--- src/rtl/in_reg_cell.sv ---
// IO input register cell: pad input synchronised into the IQC domain, optionally
// deglitched, captured under enable, with registered or bypass data and edge pulses.
module in_reg_cell #(
  parameter int SYNC_STAGES = 2,
  parameter int FILTER_LEN  = 4
) (
  input  logic IQC,
  input  logic QRT,
  input  logic IP,
  input  logic IQE,
  input  logic ISEL,
  input  logic IFILT,
  output logic A2F,
  output logic A2F_RISE,
  output logic A2F_FALL,
  output logic A2F_VALID
);
  localparam int CW = $clog2(FILTER_LEN) + 1;
  localparam int WW = (SYNC_STAGES > 1) ? $clog2(SYNC_STAGES + 1) : 1;

  logic [SYNC_STAGES-1:0] r_sync;
  logic                   r_stable;
  logic [CW-1:0]          r_cnt;
  logic                   r_q;
  logic                   r_rise;
  logic                   r_fall;
  logic [WW-1:0]          r_warm;

  logic w_sync_out;
  logic w_filt;

  assign w_sync_out = r_sync[SYNC_STAGES-1];
  assign w_filt     = IFILT ? r_stable : w_sync_out;

  always_ff @(posedge IQC) begin
    if (QRT) begin
      r_sync   <= '0;
      r_stable <= 1'b0;
      r_cnt    <= '0;
      r_q      <= 1'b0;
      r_rise   <= 1'b0;
      r_fall   <= 1'b0;
      r_warm   <= '0;
    end else begin
      r_sync[0] <= IP;
      for (int i = 1; i < SYNC_STAGES; i++) r_sync[i] <= r_sync[i-1];

      // Disabling the filter discards any partial count so it restarts clean.
      if (!IFILT) begin
        r_stable <= w_sync_out;
        r_cnt    <= '0;
      end else if (w_sync_out == r_stable) begin
        r_cnt <= '0;
      end else if (r_cnt == CW'(FILTER_LEN - 1)) begin
        r_stable <= w_sync_out;
        r_cnt    <= '0;
      end else begin
        r_cnt <= r_cnt + 1'b1;
      end

      if (IQE) begin
        r_q    <= w_filt;
        r_rise <= w_filt & ~r_q;
        r_fall <= ~w_filt & r_q;
      end else begin
        r_rise <= 1'b0;
        r_fall <= 1'b0;
      end

      if (r_warm != WW'(SYNC_STAGES)) r_warm <= r_warm + 1'b1;
    end
  end

  assign A2F       = ISEL ? IP : r_q;
  assign A2F_RISE  = r_rise;
  assign A2F_FALL  = r_fall;
  assign A2F_VALID = (r_warm == WW'(SYNC_STAGES));
endmodule

--- config.mk ---
export PLATFORM = sky130hd
export DESIGN_NAME = in_reg_cell
export DESIGN_NICKNAME = d
export VERILOG_FILES = /design/src/rtl/in_reg_cell.sv
export SDC_FILE = /design/constraint.sdc
export NUM_CORES = 1
export LEC_CHECK = 0
export CAP_MARGIN = 20
export CORE_AREA = 8 8 45 47
export CTS_BUF_LIST = sky130_fd_sc_hd__clkbuf_8 sky130_fd_sc_hd__clkbuf_16
export DETAILED_ROUTE_END_ITERATION = 16
export DIE_AREA = 0 0 53 55
export PLACE_DENSITY = 0.6
export SYNTH_ARGS = -nofsm -noshare
export SYNTH_HDL_FRONTEND = slang
export SYNTH_SLANG_ARGS = --single-unit
--- constraint.sdc ---
create_clock -name IQC -period 1.3 [get_ports IQC]
set_input_delay 0.325 -clock IQC [delete_from_list [all_inputs] [get_ports IQC]]
set_output_delay 0.325 -clock IQC [all_outputs]
set_load 0.01 [all_outputs]
* Yosys cells after proc, flatten, opt, wreduce, memory -nomap -nowiden
Cells that the tools add are included.
** Operators by class
- Multiplexer cells :: 5
- Reduce and logical (&&, ||, !) cells :: 3
- Bitwise operators :: 6
- $add $sub $neg :: 2
- Eq/ne operators :: 6
** Operators by type and width (count)
- 1-bit two-way mux :: 5
- 2-bit inequality test (second input constant) :: 2
- 1-bit NOT :: 4
- 4-bit OR reduction :: 1
- 3-bit by 1-bit adder with 3-bit output (second input constant) :: 1
- 3-bit by 2-bit == test with 1-bit output (second input constant) :: 1
- 2-bit by 1-bit adder with 2-bit output (second input constant) :: 1
- 1-bit AND :: 2
- 2-bit == test (second input constant) :: 1
- 2-bit by 1-bit inequality test with 1-bit output (second input constant) :: 1
- 2-bit AND reduction :: 1
- 2-bit OR reduction :: 1
- 1-bit == test :: 1
** Word-level totals
- Output and inout port bits :: 4
- Bits in registers :: 11

* Logic depth before layout (Yosys ltp)
Gate-level depths: netlist (run 1).
- Depth in word-level cells :: 4
- Gate-level depth with buffers :: 5
- Gate-level depth less buffers :: 5

* Worst setup path after synthesis (run 1)
Ideal clock, no wire load.
- Path kind :: flip-flop to flip-flop
- From :: register r_cnt[0]
- To :: register r_cnt[0]
- Clock period less this slack :: 1.287 ns
- Stages on the path, launching flop included :: 6
- Required time :: 1.237 ns
- Setup slack :: 0.013 ns
- Library setup time :: 0.063 ns
- Data arrival time :: 1.224 ns
- Path buffers :: 0
- Path through :: dfxtp_1 ha_1 ha_1 nand2b_1 or3_4 nor2_2
** On the way
- Word-level cells in the longest chain between the ends :: 2
- Elaborated cells between the ends (all ways) :: 3
- Those cells by class :: 1 x add/sub; 1 x eq/ne; 1 x reduce/logical
** Ends and longest elaborated chain
- start, declared :: RTL line 23 : logic [CW-1:0] r_cnt;
- start signal, assigned :: RTL line 58 : r_cnt <= r_cnt + 1'b1;
- branches (longest 2 deep; another with 3-bit by 1-bit adder with 3-bit output)
Several ways; the timed one is not identified.
A chain may end at the register's enable or synchronous reset.

* Worst setup path in the final report (run 1)
- From :: register r_cnt[0]
- To :: register r_cnt[1]
Same word-level chain as after synthesis.

==> flow_metrics.tcl, run 1 <==
set metrics [dict create \
    combPwrFrac 0.227 \
    clock_skew_ns 0.00106 \
    critPathLaunch "r_cnt[0]" \
    wire_per_inst_um 10.9 \
    status "complete, no violations" \
    switchingPower_w 0.000236 \
    crit_slowest_cell "or3_4" \
    clock_path_buffers 2 \
    seqPwrFrac 0.425 \
    grt_max_degree 9 \
    nets 67 \
    p_sw_frac 0.250 \
    crit_fanout 3 \
    maxCapViolCount 0 \
    syn_nets 48 \
    tns_ns 0 \
    setup_viol 0 \
    cts_htree_levels 1 \
    gp_congestion 0.691 \
    r2r_end "r_cnt[1]" \
    period_share 0.994 \
    clock_latency_ns 0.23 \
    ant_nets 0 \
    ys_types 17 \
    grt_first_pass_wirelength_mm 1.32 \
    fin_hold_ws_ns 0.453 \
    die_h_um 55 \
    worstMarginPinSlew_ns 0.229 \
    avgSynthCellArea_um2 10.8 \
    ys_warn_count 0 \
    antenna_found_initial 0 \
    place_ws_ns -0.629 \
    rr_startpoint "r_cnt[0]" \
    multiInputGateArea_um2 221 \
    internal_power_w 0.000707 \
    vias_per_cell 4.19 \
    fp.dieArea_um2 2920 \
    syn-instance-count 39 \
    hpwl_um 544 \
    ys_ff_latch 11 \
    n_antenna_cell 0 \
    ctsHoldBuffers 0 \
    dr_total_vias 306 \
    area_growth_pct 55.4 \
    die_w_um 53 \
    dpl.cell_count 69 \
    path_class "register to register" \
    clk_pin_slew_worst_paths_ns 0.05 \
    fin_util 0.472 \
    post-route-worst-setup-slack_ns 0.00809 \
    crit_chain "ha_4 > ha_4 > nand2b_4 > or3_4 > nor2_2" \
    power_leakage_nw 0.288 \
    final-hold-violation-count 0 \
    ff_latch_area_um2 224 \
    ctsRootBufferMaster "clkbuf_8" \
    dr.pass1.iters 3 \
    crit_top_cell "ha_4" \
    cts_buffers 3 \
    clkPwrFrac 0.348 \
    drt_iter0_markers 1 \
    max_freq_mhz 774 \
    rsz0062_at_grt "true" \
    worst_ep_arrival_time_ns 1.47 \
    startpoint_type "register" \
    crit_end "r_cnt[1]" \
    timing.reg2reg.setup_slack_ns 0.008 \
    required_ns 1.47 \
    setup.worst_path.end_class "register" \
    port_buffers 9 \
    final_cell_count_no_fill 73 \
    cp_slowest_stage_delay_ns 0.36 \
    fill_cells 131 \
    yosysSeqAreaShare 0.524 \
    slew_viol_final 0 \
    io_pins 10 \
    core_um2 1380 \
    wl_um 798 \
    worst_hold_path_type "register to register" \
    cts_tree "done" \
    synth.cell_area_um2 420 \
    worstRegToRegCells 5 \
    drc 0 \
    fin_crit_ns 1.29 \
    gr-total-overflow 0 \
    p_per_area_nw_per_um2 1440 \
    drive_gt1_frac 0.386 \
    rows 14 \
    grt.total_usage 0.0647 \
    grt_pass1_vias 331 \
    numClockSinks 11 \
    ir_drop_mv 0.829 \
    initial_core_util 0.304 \
    slew_headroom 0.843 \
]
-- layout make-up --
cell class                      count  share of cell area
Clock inverter                      1             0.00575
Tap cell                           16              0.0307
Multi-Input combinational cell     24               0.339
Clock buffer                        3              0.0632
Inverter                            3              0.0172
Timing Repair Buffer               15               0.201
Sequential cell                    11               0.343
-- per-stage QoR --
stage | power (W) | area (um2)
6_report | 0.000944 | 653
5_1_grt | 0.00100 | 653
4_1_cts | 0.000957 | 656
3_5_place_dp | 0.000629 | 572
3_3_place_gp | 0.000625 | 572
2_1_floorplan | 0.000519 | 420
-- cells in the final DEF, fill, tap and decap left out, types with 2 or more instances in the layout --
master,count
ha_4,2
clkbuf_8,3
buf_6,2
inv_1,4
nor2_1,5
buf_4,5
dlygate4sd2_1,3
nor2b_1,2
nor2_2,3
mux2i_1,2
dfxtp_2,3
dfxtp_1,8
clkdlybuf4s50_1,3
-- routing by layer --
| layer | vias to the layer above | part of all wire | track usage |
|---|---|---|---|
| li1 | 162 | - | - |
| met1 | 142 | 0.47 | 0.0629 |
| met2 | 2 | 0.51 | 0.104 |
| met3 | 0 | 0.020 | 0.0241 |
| met4 | 0 | 0 | 0.0647 |
| met5 | - | 0 | 0 |
-- Yosys cell counts --
| master | n | area, um2 |
|---|---|---|
| xnor2_1 | 1 | 8.76 |
| mux2_2 | 1 | 11.3 |
| mux2i_1 | 2 | 20.0 |
| nand2b_1 | 1 | 6.26 |
| clkbuf_1 | 1 | 3.75 |
| or3_4 | 1 | 11.3 |
| nor2_2 | 3 | 18.8 |
| dfxtp_1 | 11 | 220 |
| nor2_1 | 5 | 18.8 |
| nor4b_1 | 1 | 8.76 |
| and4b_1 | 1 | 10.0 |
| inv_1 | 3 | 11.3 |
| a21oi_1 | 1 | 5.00 |
| ha_1 | 3 | 37.5 |
| a211oi_1 | 1 | 7.51 |
| xor2_1 | 1 | 8.76 |
| nor2b_1 | 2 | 12.5 |
-- how the worst min path moves through the flow --
stage | startpoint | end | cells past startpoint | slack, ns
3_3_place_gp | r_sync[0] | r_sync[1] | 1 | 0.44
3_5_place_dp | r_sync[0] | r_sync[1] | 1 | 0.44
4_1_cts | r_sync[0] | r_sync[1] | 1 | 0.46
2_1_floorplan | r_cnt[0] | r_cnt[0] | 1 | 0.41
5_1_grt | r_sync[0] | r_sync[1] | 1 | 0.47
6_report | r_sync[0] | r_sync[1] | 1 | 0.45
-- flip-flops by register name, indices dropped and copies added (netlist names) --
name      cells
A2F_FALL      1
A2F_RISE      1
r_cnt         3
r_q           1
r_stable      1
r_sync        2
r_warm        2
-- worst max-delay path, delay by kind of cell, from the launching register on --
kind                     cells  cell delay (ns)
flip-flops                   1             0.33
adder cells (fa/ha/maj)      2             0.31
AND/OR/NAND/NOR              3             0.60
-- power by group through the flow --
| stage | Sequential (W) | Combinational (W) | Clock (W) |
|---|---|---|---|
| finish | 0.000401 | 0.000214 | 0.000328 |
| CTS | 0.000397 | 0.000220 | 0.000341 |
| global placement | 0.000402 | 0.000224 | 0 |
| detailed placement | 0.000403 | 0.000226 | 0 |
| floorplan | 0.000401 | 0.000118 | 0 |
| global route | 0.000404 | 0.000241 | 0.000356 |
-- repair_timing --
| item | in CTS | in global routing |
|---|---|---|
| setup endpoints to repair | 7 | 5 |
| buffers inserted | 1 | 0 |
| pin swaps | 4 | 7 |
| resized for setup | 22 | 2 |
| gates cloned | 0 | 0 |
-- cells by family (layout without fill, tap and decap cells) --
group	after synthesis	after routing	share of synthesized area
AO/OA/AOI/OAI	2	2	0.0298
multiplexers	3	3	0.0744
XOR/XNOR	2	2	0.0417
buffers and inverters	4	22	0.0357
AND/OR/NAND/NOR	14	14	0.205
flip-flops	11	11	0.524
adder cells (fa/ha/maj)	3	3	0.0893
(Power assumes the default switching activity.)
==> run 2: changes to the inputs <==
- CORE_AREA: 8 8 45 47 -> 2 2 39 41
- CTS_CLUSTER_DIAMETER: unset -> 200
- DIE_AREA: 0 0 53 55 -> 0 0 41 43
==> run 2 against run 1 <==
Net effect:
- clock power about the same
- sequential share of layout area increased by 0.066 points
- die area decreased by 40%
- maximum frequency increased by 2.3%
- global-route usage increased by 4.7 points
- total power increased by 0.59%
- core utilization decreased by 0.090 points
- combinational power increased by 4%
- via count increased by 2.6%
- sequential power about the same
- register-to-register slack improved by 0.03 ns
- critical path type unchanged
==> flow_metrics.tcl, run 2 (same netlist as run 1, synthesis figures left out) <==
set metrics [dict create \
    status "complete, no violations" \
    critPathLaunch "r_cnt[0]" \
    gp_congestion 0.586 \
    holdPathStages 1 \
    hpwl_um 471 \
    placedInstanceArea_um2 564 \
    numClockSinks 11 \
    crit_top_cell "ha_4" \
    required_ns 1.48 \
    vias_per_cell 4.30 \
    top_register "r_cnt" \
    grt.total_usage 0.112 \
    clock_skew_ns 0.00615 \
    worstMarginPinSlew_ns 0.224 \
    tns_ns 0 \
    wire_per_inst_um 9.48 \
    grt_first_pass_wirelength_mm 1.21 \
    clk_pin_slew_worst_paths_ns 0.05 \
    gr-total-overflow 0 \
    final_cell_area_um2 652 \
    top_regs "r_cnt: 3 flops, r_sync: 2 flops, r_warm: 2 flops" \
    grt_max_degree 9 \
    hp-start "r_sync[0]" \
    cp.depth 5 \
    largest_reg_flops 3 \
    clock_latency_ns 0.24 \
    dr.pass1.iters 2 \
    cts_buffers 3 \
    ctsRootBufferMaster "clkbuf_8" \
    cts_htree_levels 1 \
    maxCapViolCount 0 \
    dpl.cell_count 68 \
    period_share 0.972 \
    ir_drop_mv 0.792 \
    fin_hold_ws_ns 0.440 \
    ant_nets 0 \
    port_buffers 9 \
    n_antenna_cell 0 \
    final_cell_count_no_fill 73 \
    power_leakage_nw 0.286 \
    die_h_um 43 \
    area_growth_pct 55.1 \
    max_freq_mhz 792 \
    drt_iter0_markers 1 \
    crit_slowest_cell "or3_4" \
    rsz0062_at_grt "true" \
    setup.worst_path.end_class "register" \
    worst_ep_arrival_time_ns 1.44 \
    worstRegToRegCells 5 \
    fin_crit_ns 1.26 \
    crit_fanout 3 \
    final_cell_mix "8 x dfxtp_1, 6 x buf_4, 5 x nor2_1, 4 x inv_1" \
    fill_cells 133 \
    worst_hold_path_type "register to register" \
    grt_pass1_vias 299 \
    drive_gt1_frac 0.404 \
    fp.dieArea_um2 1760 \
    drc 0 \
    die_w_um 41 \
    core_um2 1380 \
    critPathBufInv 0 \
    nets 67 \
    dr_total_vias 314 \
    startpoint_type "register" \
    rows 14 \
    clock_path_buffers 2 \
    antenna_found_initial 0 \
    rr_startpoint "r_cnt[0]" \
    path_class "register to register" \
    crit_chain "ha_4 > ha_4 > nand2b_4 > or3_4 > nor2_2" \
    final-hold-violation-count 0 \
    cp_slowest_stage_delay_ns 0.35 \
    cts_tree "done" \
    p_per_area_nw_per_um2 1460 \
    ctsHoldBuffers 0 \
    final_common_cell "dfxtp_1" \
    initial_core_util 0.304 \
    io_pins 10 \
    slew_viol_final 0 \
    wl_um 692 \
    setup_viol 0 \
    critical-path-top-delay-family "simple AND/OR/NAND/NOR gates" \
    slew_headroom 0.846 \
]
[run 2: cell counts in the layout (fill, tap and decap cells not counted)]
Identical to the previous run, type by type.
[run 2: path summary, 6_finish.rpt]
path | endpoint | slack (ns)
worst max-delay path | r_cnt[1] | 0.04
worst min register to register | r_sync[1] | 0.44
worst min-delay path | r_sync[1] | 0.44
worst max register to register | r_cnt[1] | 0.04
[run 2: per-stage QoR]
| step | setup WS [ns] | utilization | power [W] |
|---|---|---|---|
| after floorplan | 0.0130 | - | 0.000519 |
| after global placement | -0.606 | 0.408 | 0.000623 |
| after detailed placement | -0.609 | 0.408 | 0.000633 |
| after CTS | -0.0383 | 0.468 | 0.000961 |
| after global routing | -0.0110 | 0.471 | 0.00102 |
| final | 0.0369 | 0.471 | 0.000949 |
[run 2: worst register-to-register path, cell delays in order, from the launching register on]
cell	delay, ns
dfxtp_2	0.33
ha_4	0.16
ha_4	0.15
nand2b_4	0.13
or3_4	0.35
nor2_2	0.08
[run 2: final cells by class]
| class | count | area [um2] | share of cell area |
|---|---|---|---|
| clock buffers | 3 | 41.3 | 0.0633 |
| clock inverters | 1 | 3.75 | 0.00576 |
| inverters | 3 | 11.3 | 0.0173 |
| multi-input cells | 24 | 224 | 0.344 |
| flip-flops and latches | 11 | 224 | 0.344 |
| well taps | 16 | 20.0 | 0.0307 |
| repair buffers | 15 | 128 | 0.196 |
[run 2: per-layer routing]
| metal | GRT usage | vias up | share of wire |
|---|---|---|---|
| met3 | 0.0785 | 2 | 0.071 |
| met4 | 0.0800 | 0 | 0.020 |
| met1 | 0.104 | 140 | 0.40 |
| met2 | 0.163 | 8 | 0.50 |
| li1 | - | 164 | - |
| met5 | 0 | - | 0 |
[run 2: power breakdown]
group          total [W]  internal (W)  switching [W]
Clock           0.000330      0.000207       0.000123
Combinational   0.000222      0.000125      0.0000962
Sequential      0.000398      0.000379      0.0000185
[run 2: repair_timing]
| item | CTS | global route |
|---|---|---|
| setup buffers | 1 | 0 |
| endpoints found under the setup margin | 7 | 5 |
| resized for setup | 22 | 2 |
| pin swaps | 4 | 3 |
==> run 3: changes to the inputs <==
- SLEW_MARGIN: unset -> 5
==> results of run 3 <==
Same layout as run 2: the final DEF is identical, and so are final timing and power.
